[src/rtl/heartrate_pkg.sv]
// Shared types, widths and the BPM-to-level quantiser for the heart-rate display front end.
package heartrate_pkg;

    typedef enum logic [1:0] {
        IDLE  = 2'd0,
        ARMED = 2'd1,
        DIV   = 2'd2
    } hr_state_t;

    localparam logic [15:0] MS_PER_MIN = 16'd60000;
    localparam int INTERVAL_W = 12;
    localparam int BPM_W      = 8;
    localparam int LEVEL_W    = 4;

    // Below bpm_min maps to 0; above, one level per 2**shift BPM, clamped to 15.
    function automatic logic [LEVEL_W-1:0] quantise(
        input logic [BPM_W-1:0] bpm,
        input logic [BPM_W-1:0] bpm_min,
        input int               shift
    );
        logic [BPM_W-1:0] step;
        if (bpm < bpm_min) begin
            step     = 8'd0;
            quantise = 4'd0;
        end else begin
            step = (bpm - bpm_min) >> shift;
            if (step > 8'd15) begin
                quantise = 4'd15;
            end else begin
                quantise = step[LEVEL_W-1:0];
            end
        end
    endfunction

endpackage

[src/rtl/heartrate_level_if.sv]
// Sensor beat input and display-side outputs of heartrate_level; master is the design side.
interface heartrate_level_if;
    import heartrate_pkg::*;

    logic               beat_in;
    logic [LEVEL_W-1:0] level;
    logic               level_valid;
    logic [BPM_W-1:0]   bpm;
    logic               no_pulse;

    modport master (input beat_in, output level, output level_valid, output bpm, output no_pulse);
    modport slave  (output beat_in, input level, input level_valid, input bpm, input no_pulse);

endinterface

[src/rtl/heartrate_level_bpm_divider.sv]
// Restoring divider, one quotient bit per cycle over 16 cycles; quotient saturates at 255.
module bpm_divider
    import heartrate_pkg::*;
(
    input  logic                  clk,
    input  logic                  rst_n,
    input  logic                  start,
    input  logic [15:0]           dividend,
    input  logic [INTERVAL_W-1:0] divisor,
    output logic                  busy,
    output logic                  done,
    output logic [BPM_W-1:0]      quotient
);

    logic [INTERVAL_W-1:0] rem_r;
    logic [INTERVAL_W-1:0] dsr_r;
    logic [15:0]           quo_r;
    logic [3:0]            cnt_r;
    logic                  busy_r;
    logic                  done_r;
    logic [BPM_W-1:0]      quotient_r;

    logic [INTERVAL_W:0]   shifted_s;
    logic [INTERVAL_W:0]   diff_s;
    logic                  fits_s;
    logic [INTERVAL_W-1:0] rem_next_s;
    logic [15:0]           quo_next_s;
    logic [BPM_W-1:0]      sat_s;

    // One restoring step; the remainder stays below the divisor so it fits INTERVAL_W bits.
    always_comb begin
        shifted_s = {rem_r, quo_r[15]};
        diff_s    = shifted_s - {1'b0, dsr_r};
        fits_s    = (shifted_s >= {1'b0, dsr_r});
        if (fits_s) begin
            rem_next_s = diff_s[INTERVAL_W-1:0];
        end else begin
            rem_next_s = shifted_s[INTERVAL_W-1:0];
        end
        quo_next_s = {quo_r[14:0], fits_s};
        if (quo_next_s[15:8] != 8'd0) begin
            sat_s = 8'd255;
        end else begin
            sat_s = quo_next_s[7:0];
        end
    end

    // Load on start, iterate while busy, pulse done with the saturated result.
    always_ff @(posedge clk or negedge rst_n) begin
        if (!rst_n) begin
            rem_r      <= {INTERVAL_W{1'b0}};
            dsr_r      <= {INTERVAL_W{1'b0}};
            quo_r      <= 16'd0;
            cnt_r      <= 4'd0;
            busy_r     <= 1'b0;
            done_r     <= 1'b0;
            quotient_r <= 8'd0;
        end else begin
            done_r <= 1'b0;
            if (busy_r) begin
                rem_r <= rem_next_s;
                quo_r <= quo_next_s;
                cnt_r <= cnt_r + 4'd1;
                if (cnt_r == 4'd15) begin
                    busy_r     <= 1'b0;
                    done_r     <= 1'b1;
                    quotient_r <= sat_s;
                end
            end else if (start) begin
                rem_r  <= {INTERVAL_W{1'b0}};
                dsr_r  <= divisor;
                quo_r  <= dividend;
                cnt_r  <= 4'd0;
                busy_r <= 1'b1;
            end
        end
    end

    assign busy     = busy_r;
    assign done     = done_r;
    assign quotient = quotient_r;

endmodule

[src/rtl/heartrate_level.sv]
// Beat interval -> BPM -> 4-bit level for the bar-graph display.
// Optional HR_AVERAGE_EN: divide by the mean of the last 4 accepted intervals.
module heartrate_level
    import heartrate_pkg::*;
#(
    parameter int CLK_HZ     = 100_000_000,
    parameter int REFRACT_MS = 250,
    parameter int TIMEOUT_MS = 3000,
    parameter int BPM_MIN    = 40,
    parameter int BPM_SHIFT  = 3
)
(
    input logic               clk,
    input logic               rst_n,
    heartrate_level_if.master hr
);

    localparam int TICK_CYC = CLK_HZ / 1000;
    localparam int PRE_W    = (TICK_CYC > 1) ? $clog2(TICK_CYC) : 1;
    localparam logic [PRE_W-1:0]      PRE_MAX   = PRE_W'(TICK_CYC - 1);
    localparam logic [INTERVAL_W-1:0] REFRACT_V = INTERVAL_W'(REFRACT_MS);
    localparam logic [INTERVAL_W-1:0] TIMEOUT_V = INTERVAL_W'(TIMEOUT_MS);
    localparam logic [BPM_W-1:0]      BPM_MIN_V = BPM_W'(BPM_MIN);

    logic [1:0]            sync_r;
    logic                  prev_r;
    logic                  strobe_r;
    logic [PRE_W-1:0]      pre_r;
    logic [INTERVAL_W-1:0] cnt_r;
    hr_state_t             state_r;
    logic [LEVEL_W-1:0]    level_r;
    logic                  level_valid_r;
    logic [BPM_W-1:0]      bpm_r;
    logic                  no_pulse_r;

    logic                  tick_s;
    logic [INTERVAL_W-1:0] cnt_inc_s;
    logic                  accept_s;
    logic                  start_s;
    logic                  timeout_s;
    logic [INTERVAL_W-1:0] divisor_s;
    logic                  div_busy_s;
    logic                  div_done_s;
    logic [BPM_W-1:0]      div_quotient_s;

    // Synchronise the sensor comparator and turn its rising edge into a one-cycle strobe.
    always_ff @(posedge clk or negedge rst_n) begin
        if (!rst_n) begin
            sync_r   <= 2'b00;
            prev_r   <= 1'b0;
            strobe_r <= 1'b0;
        end else begin
            sync_r   <= {sync_r[0], hr.beat_in};
            prev_r   <= sync_r[1];
            strobe_r <= sync_r[1] & ~prev_r;
        end
    end

    // cnt_inc_s includes this cycle's tick so a beat exactly N ms after the last one reads N.
    always_comb begin
        tick_s = (pre_r == PRE_MAX);
        if (tick_s && (cnt_r < TIMEOUT_V)) begin
            cnt_inc_s = cnt_r + INTERVAL_W'(1);
        end else begin
            cnt_inc_s = cnt_r;
        end
        accept_s  = strobe_r && ((state_r == IDLE) || (cnt_inc_s >= REFRACT_V));
        start_s   = accept_s && (state_r == ARMED) && !div_busy_s;
        timeout_s = !accept_s && (state_r == ARMED) && (cnt_inc_s >= TIMEOUT_V);
    end

    // Millisecond prescaler and saturating interval counter, restarted by any accepted beat.
    always_ff @(posedge clk or negedge rst_n) begin
        if (!rst_n) begin
            pre_r <= {PRE_W{1'b0}};
            cnt_r <= {INTERVAL_W{1'b0}};
        end else begin
            if (tick_s) begin
                pre_r <= {PRE_W{1'b0}};
            end else begin
                pre_r <= pre_r + PRE_W'(1);
            end
            if (accept_s) begin
                cnt_r <= {INTERVAL_W{1'b0}};
            end else begin
                cnt_r <= cnt_inc_s;
            end
        end
    end

`ifdef HR_AVERAGE_EN
    logic [INTERVAL_W-1:0] hist_r [3];
    logic                  fresh_r;
    logic [INTERVAL_W+1:0] sum_s;

    // Mean of the three stored intervals plus the one just measured.
    always_comb begin
        sum_s = {2'b00, hist_r[0]} + {2'b00, hist_r[1]} + {2'b00, hist_r[2]} + {2'b00, cnt_inc_s};
        if (fresh_r) begin
            divisor_s = cnt_inc_s;
        end else begin
            divisor_s = sum_s[INTERVAL_W+1:2];
        end
    end

    // History is emptied while idle; the first interval afterwards fills every slot.
    always_ff @(posedge clk or negedge rst_n) begin
        if (!rst_n) begin
            hist_r[0] <= {INTERVAL_W{1'b0}};
            hist_r[1] <= {INTERVAL_W{1'b0}};
            hist_r[2] <= {INTERVAL_W{1'b0}};
            fresh_r   <= 1'b1;
        end else if (state_r == IDLE) begin
            hist_r[0] <= {INTERVAL_W{1'b0}};
            hist_r[1] <= {INTERVAL_W{1'b0}};
            hist_r[2] <= {INTERVAL_W{1'b0}};
            fresh_r   <= 1'b1;
        end else if (start_s) begin
            fresh_r <= 1'b0;
            if (fresh_r) begin
                hist_r[0] <= cnt_inc_s;
                hist_r[1] <= cnt_inc_s;
                hist_r[2] <= cnt_inc_s;
            end else begin
                hist_r[0] <= cnt_inc_s;
                hist_r[1] <= hist_r[0];
                hist_r[2] <= hist_r[1];
            end
        end
    end
`else
    assign divisor_s = cnt_inc_s;
`endif

    bpm_divider u_div (
        .clk      (clk),
        .rst_n    (rst_n),
        .start    (start_s),
        .dividend (MS_PER_MIN),
        .divisor  (divisor_s),
        .busy     (div_busy_s),
        .done     (div_done_s),
        .quotient (div_quotient_s)
    );

    // Control FSM with registered display outputs.
    always_ff @(posedge clk or negedge rst_n) begin
        if (!rst_n) begin
            state_r       <= IDLE;
            level_r       <= 4'd0;
            level_valid_r <= 1'b0;
            bpm_r         <= 8'd0;
            no_pulse_r    <= 1'b1;
        end else begin
            level_valid_r <= 1'b0;
            case (state_r)
                IDLE: begin
                    no_pulse_r <= 1'b1;
                    if (accept_s) begin
                        state_r <= ARMED;
                    end
                end
                ARMED: begin
                    if (start_s) begin
                        state_r <= DIV;
                    end else if (timeout_s) begin
                        level_r       <= 4'd0;
                        bpm_r         <= 8'd0;
                        no_pulse_r    <= 1'b1;
                        level_valid_r <= 1'b1;
                        state_r       <= IDLE;
                    end
                end
                DIV: begin
                    if (div_done_s) begin
                        bpm_r         <= div_quotient_s;
                        level_r       <= quantise(div_quotient_s, BPM_MIN_V, BPM_SHIFT);
                        no_pulse_r    <= 1'b0;
                        level_valid_r <= 1'b1;
                        state_r       <= ARMED;
                    end
                end
                default: begin
                    state_r <= IDLE;
                end
            endcase
        end
    end

    assign hr.level       = level_r;
    assign hr.level_valid = level_valid_r;
    assign hr.bpm         = bpm_r;
    assign hr.no_pulse    = no_pulse_r;

endmodule
[src/flat_wrapper.sv]
// flat-port wrapper written by rule: the top's interface ports become plain ports
module heartrate_level_flat import heartrate_pkg::*;
#(
    parameter int CLK_HZ     = 100_000_000,
    parameter int REFRACT_MS = 250,
    parameter int TIMEOUT_MS = 3000,
    parameter int BPM_MIN    = 40,
    parameter int BPM_SHIFT  = 3
)
  (clk, rst_n, hr_beat_in, hr_level, hr_level_valid, hr_bpm, hr_no_pulse);
  heartrate_level_if hr_i ();
  input logic clk;
  input logic rst_n;
  input wire logic [$bits(hr_i.beat_in)-1:0] hr_beat_in;
  output wire logic [$bits(hr_i.level)-1:0] hr_level;
  output wire logic [$bits(hr_i.level_valid)-1:0] hr_level_valid;
  output wire logic [$bits(hr_i.bpm)-1:0] hr_bpm;
  output wire logic [$bits(hr_i.no_pulse)-1:0] hr_no_pulse;
  assign hr_i.beat_in = hr_beat_in;
  assign hr_level = hr_i.level;
  assign hr_level_valid = hr_i.level_valid;
  assign hr_bpm = hr_i.bpm;
  assign hr_no_pulse = hr_i.no_pulse;
  heartrate_level #(.CLK_HZ(CLK_HZ), .REFRACT_MS(REFRACT_MS), .TIMEOUT_MS(TIMEOUT_MS), .BPM_MIN(BPM_MIN), .BPM_SHIFT(BPM_SHIFT)) u_core (.clk(clk), .rst_n(rst_n), .hr(hr_i));
endmodule
[config.mk]
export PLATFORM = sky130hd
export DESIGN_NAME = heartrate_level_flat
export DESIGN_NICKNAME = d
export VERILOG_FILES = /design/src/rtl/heartrate_pkg.sv /design/src/rtl/heartrate_level_if.sv /design/src/rtl/heartrate_level_bpm_divider.sv /design/src/rtl/heartrate_level.sv /design/src/flat_wrapper.sv
export SDC_FILE = /design/constraint.sdc
export NUM_CORES = 1
export LEC_CHECK = 0
export BUFFER_PORTS_ARGS = -buffer_cell sky130_fd_sc_hd__buf_2
export CAP_MARGIN = 20
export CORE_ASPECT_RATIO = 0.7
export CORE_MARGIN = 2
export CORE_UTILIZATION = 60
export DETAILED_ROUTE_END_ITERATION = 10
export PLACE_DENSITY = 0.74
export RECOVER_POWER = 50
export SLEW_MARGIN = 0
export SYNTH_ARGS = -nofsm -noshare
export SYNTH_HDL_FRONTEND = slang
export SYNTH_SLANG_ARGS = --single-unit
[constraint.sdc]
create_clock -name clk -period 7.5 [get_ports clk]
set_clock_uncertainty 0.2 [all_clocks]
set_input_delay 0.375 -clock clk [delete_from_list [all_inputs] [get_ports clk]]
set_output_delay 0.375 -clock clk [all_outputs]
set_load 0.1 [all_outputs]
==> metrics.yaml, run 1 <==
yosys:
  synth_top_area_share_pct: 47.8
  yosysTopAreaCell: "dfrtp_1"
  seq_area_frac_synth_pct: 48.3
  synth_cells: 527
  syn_nets: 553
  syn_avg_cell_area_um2: 10.1
  synth_edf_count: 0
  ys_ff_latch: 103
  synth_ff_type: "dfrtp_1"
  syn_area_um2: 5340
  synth.area.top_cells: "dfrtp_1 (48%), ha_1 (5.2%), nand2_1 (3.8%)"
  yosys_warnings: 0
  ys_async_sr_fraction_pct: 100
  yosysUniqueCellTypes: 68
timing:
  hold_viol_final: 0
  holdWs_ns: 0.162
  rsz0062_at_grt: "false"
  post-route-period-util_pct: 50.3
  max_slew.worst_pin.slew_ns: 1.90
  tns_ns: 0
  relSlewSlack_pct: -26.6
  maxSlewViolCount: 36
  fmax_mhz: 265
  setup_viol: 0
  period_minus_slack_ns: 3.77
pwr:
  power_leakage_nw: 2.60
  vdd_ir_drop_max_mv: 0.274
  p_per_area_nw_per_um2: 381
global_routing:
  grt_max_degree: 70
  grt_usage_pct: 24.8
  grt_pass1_wl_mm: 18.9
  antenna_found_initial: 0
  grt-ovfl-total: 0
  grt_pass1_vias: 3869
critical_path:
  cpMaxStageDelayCell: "and4_1"
  cp_common_cell: "and4_1"
  crit_chain: "ha_1, and4_1, and4_1, nand3_1, xor2_1, nand4_1, o21a_1, a21oi_4, a22oi_1"
  path_delay_family: "simple AND/OR/NAND/NOR gates"
  critPathLaunchType: "flip-flop"
  cp_slowest_stage_delay_ns: 0.67
  crit_fanout: 22
  path_class: "flip-flop to flip-flop"
  end_kind: "flip-flop"
  cp_data_required_time_ns: 7.49
  crit_arrival_ns: 3.76
  critPathBufInv: 0
floorplan:
  start_util_pct: 62.5
  die_h_um: 82.9
  die_area_um2: 9680
  rows: 28
  pin_count: 17
  die-width_um: 117
  core_um2: 8550
hold_path:
  min_path_type: "flip-flop to flip-flop"
clocking:
  cts_tree: "built"
  postCtsResizedCells: 0
  cts_max_path_buffers: 2
  cts_max_level: 3
  clkLatencyLatePin_ns: 0.35
  cts-root-buf: "clkbuf_16"
  cts.sinks: 103
  numCtsBuffers: 9
  clk_pin_slew_worst_paths_ns: 0.07
detailed_routing:
  vias: 3940
  dr.pass1.iters: 5
  drc: 0
  drtIter0Drc: 249
  drtAntennaViolNets: 0
  avgRoutedWirePerCell_um: 16.2
  via_per_inst: 5.93
  wl_mm: 10.7
final_layout:
  drive_gt1_share_pct: 7.35
  syn_to_final_growth_pct: 7.78
  fin_nets: 565
  nFillCells: 710
  n_antenna_cell: 0
placed_design:
  dp_hpwl_mm: 7.37
  routabilityCongestion: 0.923
  io_buffers: 16
job:
  cap_violations: 1
status:
  run_status: "finished, violations left"
  violations: "max-capacitance violations, max-slew violations"
[per-layer routing]
| layer | GRT usage, % | part of all wire (%) | up-vias |
|---|---|---|---|
| met2 | 35.6 | 44 | 104 |
| met5 | 0 | 0 | - |
| met1 | 37.5 | 50 | 1939 |
| met3 | 6.79 | 4.8 | 14 |
| li1 | - | - | 1883 |
| met4 | 6.20 | 1.1 | 0 |
[cells by family after synthesis]
logic type	after synthesis	synth area share (%)
and+or+nand+nor	165	14.9
AOI/OAI and AO/OA	131	17.9
DFF	103	48.3
buffers and inverters	58	5.22
xor gates and xnor gates	36	5.90
adders and majority gates	23	5.53
muxes	11	2.23
[timing repair]
item	4_1_cts	5_1_grt
hold buffers	2	0
endpoints found under the hold margin	35	0
buffers inserted	0	0
[sequential cells by signal, indices dropped and copies added, names as in the netlist]
name,flops
u_core.hr.no_pulse,1
u_core.prev_r,1
u_core.u_div.cnt_r,4
u_core.hr.bpm,8
u_core.u_div.dsr_r,12
u_core.u_div.rem_r,12
u_core.sync_r,2
u_core.u_div.busy,1
u_core.cnt_r,12
u_core.u_div.quo_r,16
u_core.strobe_r,1
u_core.pre_r,17
u_core.hr.level,4
u_core.u_div.done,1
u_core.u_div.quotient,8
u_core.hr.level_valid,1
u_core.state_r,2
[synthesized netlist by cell type (8+ instances only)]
cell and n:
clkbuf_1 10, o21ai_1 11, nor2_1 40, nand2_1 54
nand4_1 8, dfrtp_1 102, a21oi_1 14, o21ai_0 26
xor2_1 17, a22o_1 16, o22a_1 8, nand3_1 19
ha_1 22, inv_1 37, nor3_1 8, xnor2_1 19
[through the flow]
stage | util (%) | setup slack (ns) | cells | total power, mW | instance area, um2
final | 67.3 | 3.73 | 664 | 2.19 | 5760
after CTS | 67.6 | 3.74 | 664 | 2.21 | 5780
after detailed placement | 63.9 | 3.78 | 646 | 1.72 | 5460
after global placement | 63.9 | 3.92 | 646 | 1.68 | 5460
after global routing | 67.3 | 3.32 | 664 | 2.35 | 5760
after floorplan | - | 4.59 | 527 | 1.56 | 5340
[placed cells by master (no fill, tap or decap), types with 6 or more instances in the layout]
| master | instances |
|---|---|
| mux2_2 | 7 |
| o22a_1 | 8 |
| a22o_1 | 16 |
| xor2_1 | 17 |
| nor2b_1 | 6 |
| a21o_1 | 6 |
| nand3_1 | 19 |
| o21ai_0 | 26 |
| a21oi_1 | 14 |
| dfrtp_1 | 102 |
| clkbuf_1 | 17 |
| clkbuf_16 | 9 |
| nand2_1 | 54 |
| and3_1 | 7 |
| nor2_1 | 40 |
| nor3_1 | 8 |
| xnor2_1 | 19 |
| inv_1 | 37 |
| nand4_1 | 8 |
| o21ai_1 | 11 |
| ha_1 | 22 |
[power by group]
group / leakage, nW / internal (mW) / switching, mW / total (mW)
clock: 0.143 / 0.261 / 0.212 / 0.473
sequential: 1.33 / 0.690 / 0.119 / 0.808
combinational: 1.13 / 0.386 / 0.528 / 0.914
total: 2.60 / 1.34 / 0.858 / 2.19
[path summary, 6_finish.rpt]
path | startpoint | to | slack (ns) | depth (start not counted)
worst max-delay path | u_core.pre_r[0] | u_core.u_div.quo_r[5] | 3.73 | 9
worst min-delay path | u_core.sync_r[0] | u_core.sync_r[1] | 0.16 | 0
worst max register to register | u_core.pre_r[0] | u_core.u_div.quo_r[5] | 3.73 | 9
worst min register to register | u_core.sync_r[0] | u_core.sync_r[1] | 0.16 | 0
max in group asynchronous | rst_n | u_core.state_r[0] | 4.51 | 3
min in group asynchronous | rst_n | u_core.u_div.rem_r[3] | 0.89 | 2
[final cells by class]
type                            instances  area [um2]  area share (%)
Timing Repair Buffer                   22         108            1.87
Clock buffer                           10         229            3.98
Multi-Input combinational cell        366        2480            43.1
Clock inverter                          6        68.8            1.20
Sequential cell                       103        2580            44.8
Tap cell                              120         150            2.61
Inverter                               37         139            2.41
Note: power is estimated with default switching activity, not from simulation.
==> inputs of run 2 (changes only) <==
- ABC_AREA: unset -> 1
- clock period: 7.5 -> 3.8 ns (I/O delays scaled with it)
==> run 2 against run 1 <==
The flow still finishes with violations (max-capacitance violations, max-slew violations). Area after synthesis is 6.3% higher. Synthesized cell count up 34%. Die area grew 6.0%. Global-route usage shrank 0.47 points. Clock-buffer cell count fell by 1. Design area rose by 7.0%. Cell count is 28% higher. Sequential power grew 93%. Largest power group unchanged.
==> metrics.yaml, run 2 <==
final_layout:
  mostFrequentLayoutCells: "nand2_1 (164), inv_1 (119), dfrtp_1 (102)"
  largest-register: "u_core.pre_r"
  register_area_um2: 2580
  multi_input_area_um2: 2520
  syn_to_final_growth_pct: 8.49
  n_antenna_cell: 0
  nFillCells: 774
  final_common_cell: "nand2_1"
  largest_register_ffs: 17
  design_area_um2: 6160
  drive_gt1_share_pct: 11.2
  fin_nets: 750
  reg_top3: "u_core.pre_r (17), u_core.u_div.quo_r (16)"
floorplan:
  core_um2: 9140
  die_h_um: 85.4
  rows: 29
  pin_count: 17
  die-width_um: 120
  die_area_um2: 10300
  start_util_pct: 62.1
global_routing:
  antenna_found_initial: 0
  grt_pass1_vias: 4141
  grt-ovfl-total: 0
  grt_pass1_wl_mm: 19.9
  grt_max_degree: 51
  grt_usage_pct: 24.3
detailed_routing:
  drtAntennaViolNets: 0
  avgRoutedWirePerCell_um: 13.1
  dr.pass1.iters: 5
  wl_met1_mm: 5.90
  wl_met3_um: 598
  wl_met2_mm: 4.61
  wl_mm: 11.2
  topRoutingLayerUsed: "met4"
  vias: 4430
  drtIter0Drc: 328
  via_per_inst: 5.19
  drc: 0
critical_path:
  critPathLaunchType: "flip-flop"
  crit_chain: "ha_1, nand3_1, nor2_1, nand2_2, nor2_8, nand2_4, o21ai_1, nand2_1, nor2_1, nand2_2, nand4_4, nand2_2, inv_2, nand3_4, nand2_1, nand2_1"
  cpMaxStageDelayCell: "dfrtp_1"
  path_delay_family: "simple AND/OR/NAND/NOR gates"
  cp_data_required_time_ns: 3.84
  critPathBufInv: 1
  cp_slowest_stage_delay_ns: 0.37
  end_kind: "flip-flop"
  crit_fanout: 27
  crit_arrival_ns: 3.10
  path_class: "flip-flop to flip-flop"
yosys:
  syn_nets: 734
  ys_async_sr_fraction_pct: 100
  syn_avg_cell_area_um2: 8.02
  synth.area.top_cells: "dfrtp_1 (45%), nand2_1 (11%), inv_1 (7.9%)"
  seq_area_frac_synth_pct: 45.4
  yosysUniqueCellTypes: 47
  ys_ff_latch: 103
  synth_commonest_cells: "nand2_1 (164), inv_1 (119), dfrtp_1 (102), nor2_1 (68), o21ai_0 (43)"
  synth.most_common_cell: "nand2_1"
  yosysTopAreaCell: "dfrtp_1"
  synth_ff_type: "dfrtp_1"
  syn_area_um2: 5680
  synth_cells: 708
  synth_top_area_share_pct: 45.0
  yosys_warnings: 0
  synth_edf_count: 0
timing:
  period_minus_slack_ns: 3.06
  rsz0062_at_grt: "false"
  hold_viol_final: 0
  max_slew.worst_pin.slew_ns: 2.64
  maxSlewViolCount: 51
  relSlewSlack_pct: -75.8
  post-route-period-util_pct: 80.6
  setup_viol: 0
  fmax_mhz: 327
  tns_ns: 0
placed_design:
  placed_area_um2: 5850
  routabilityCongestion: 0.893
  dp_hpwl_mm: 8.39
  io_buffers: 16
clocking:
  numCtsBuffers: 9
  cts_tree: "built"
  cts-root-buf: "clkbuf_16"
  cts_max_level: 3
  cts_max_path_buffers: 2
  clkLatencyLatePin_ns: 0.35
  clk_pin_slew_worst_paths_ns: 0.07
  postCtsResizedCells: 0
  cts.sinks: 103
status:
  run_status: "finished, violations left"
  violations: "max-capacitance violations, max-slew violations"
pwr:
  power_leakage_nw: 3.22
  vdd_ir_drop_max_mv: 0.453
  p_per_area_nw_per_um2: 730
job:
  cap_violations: 1
hold_path:
  min_path_type: "flip-flop to flip-flop"
==> run 2: cell families (layout without fill, tap and decap cells) <==
family	after synthesis	in the layout	share of synthesized area, %
AO/OA/AOI/OAI	97	97	10.5
XOR/XNOR	21	21	3.24
adder cells (fa/ha/maj)	23	23	5.20
buffers and inverters	145	166	10.3
flip-flops	103	103	45.4
AND/OR/NAND/NOR	319	319	25.3
==> run 2: metal layers <==
layer,track usage [%],up-vias
met2,34.9,98
met1,38.0,2051
met3,5.31,7
li1,-,2274
met5,0,-
met4,5.50,0
==> run 2: worst paths after layout <==
| kind | startpoint | endpoint | slack (ns) | cells after the start |
|---|---|---|---|---|
| max | u_core.pre_r[0] | u_core.hr.level[1] | 0.74 | 16 |
| min | u_core.sync_r[0] | u_core.sync_r[1] | 0.15 | 0 |
| max reg2reg | u_core.pre_r[0] | u_core.hr.level[1] | 0.74 | 16 |
| min reg2reg | u_core.sync_r[0] | u_core.sync_r[1] | 0.15 | 0 |
| max in group asynchronous | rst_n | u_core.hr.no_pulse | 0.87 | 3 |
| min in group asynchronous | rst_n | u_core.sync_r[1] | 1.01 | 2 |
==> run 2: timing repair <==
item	in CTS	in global routing
buffers inserted	0	0
hold endpoints to repair	49	0
hold buffers	2	0
==> run 2: per-stage QoR <==
stage / power (mW) / worst slack [ns] / hold WS, ns / std cells / utilization [%]
detailed placement: 3.60 / 0.752 / 0.0417 / 835 / 64.0
global route: 4.87 / 0.335 / 0.162 / 853 / 67.4
CTS: 4.52 / 0.725 / 0.153 / 853 / 67.4
floorplan: 3.24 / 1.22 / -0.306 / 708 / -
finish: 4.50 / 0.738 / 0.152 / 853 / 67.4
global placement: 3.52 / 0.873 / 0.0384 / 835 / 64.0
==> run 2: cell type report <==
class                      count  share of cell area (%)
multi-input combinational    460                    40.9
timing repair buffer          22                    2.01
inverter                     128                    7.84
clock inverter                 7                    1.16
tap                          124                    2.52
sequential                   103                    41.9
clock buffer                   9                    3.66
==> run 2: where the power goes <==
group          total, mW  internal [mW]  leakage [nW]  switching [mW]
logic               2.03          0.653          1.75            1.38
registers           1.56           1.38          1.32           0.185
clock network      0.900          0.467         0.148           0.432
total               4.50           2.50          3.22            2.00
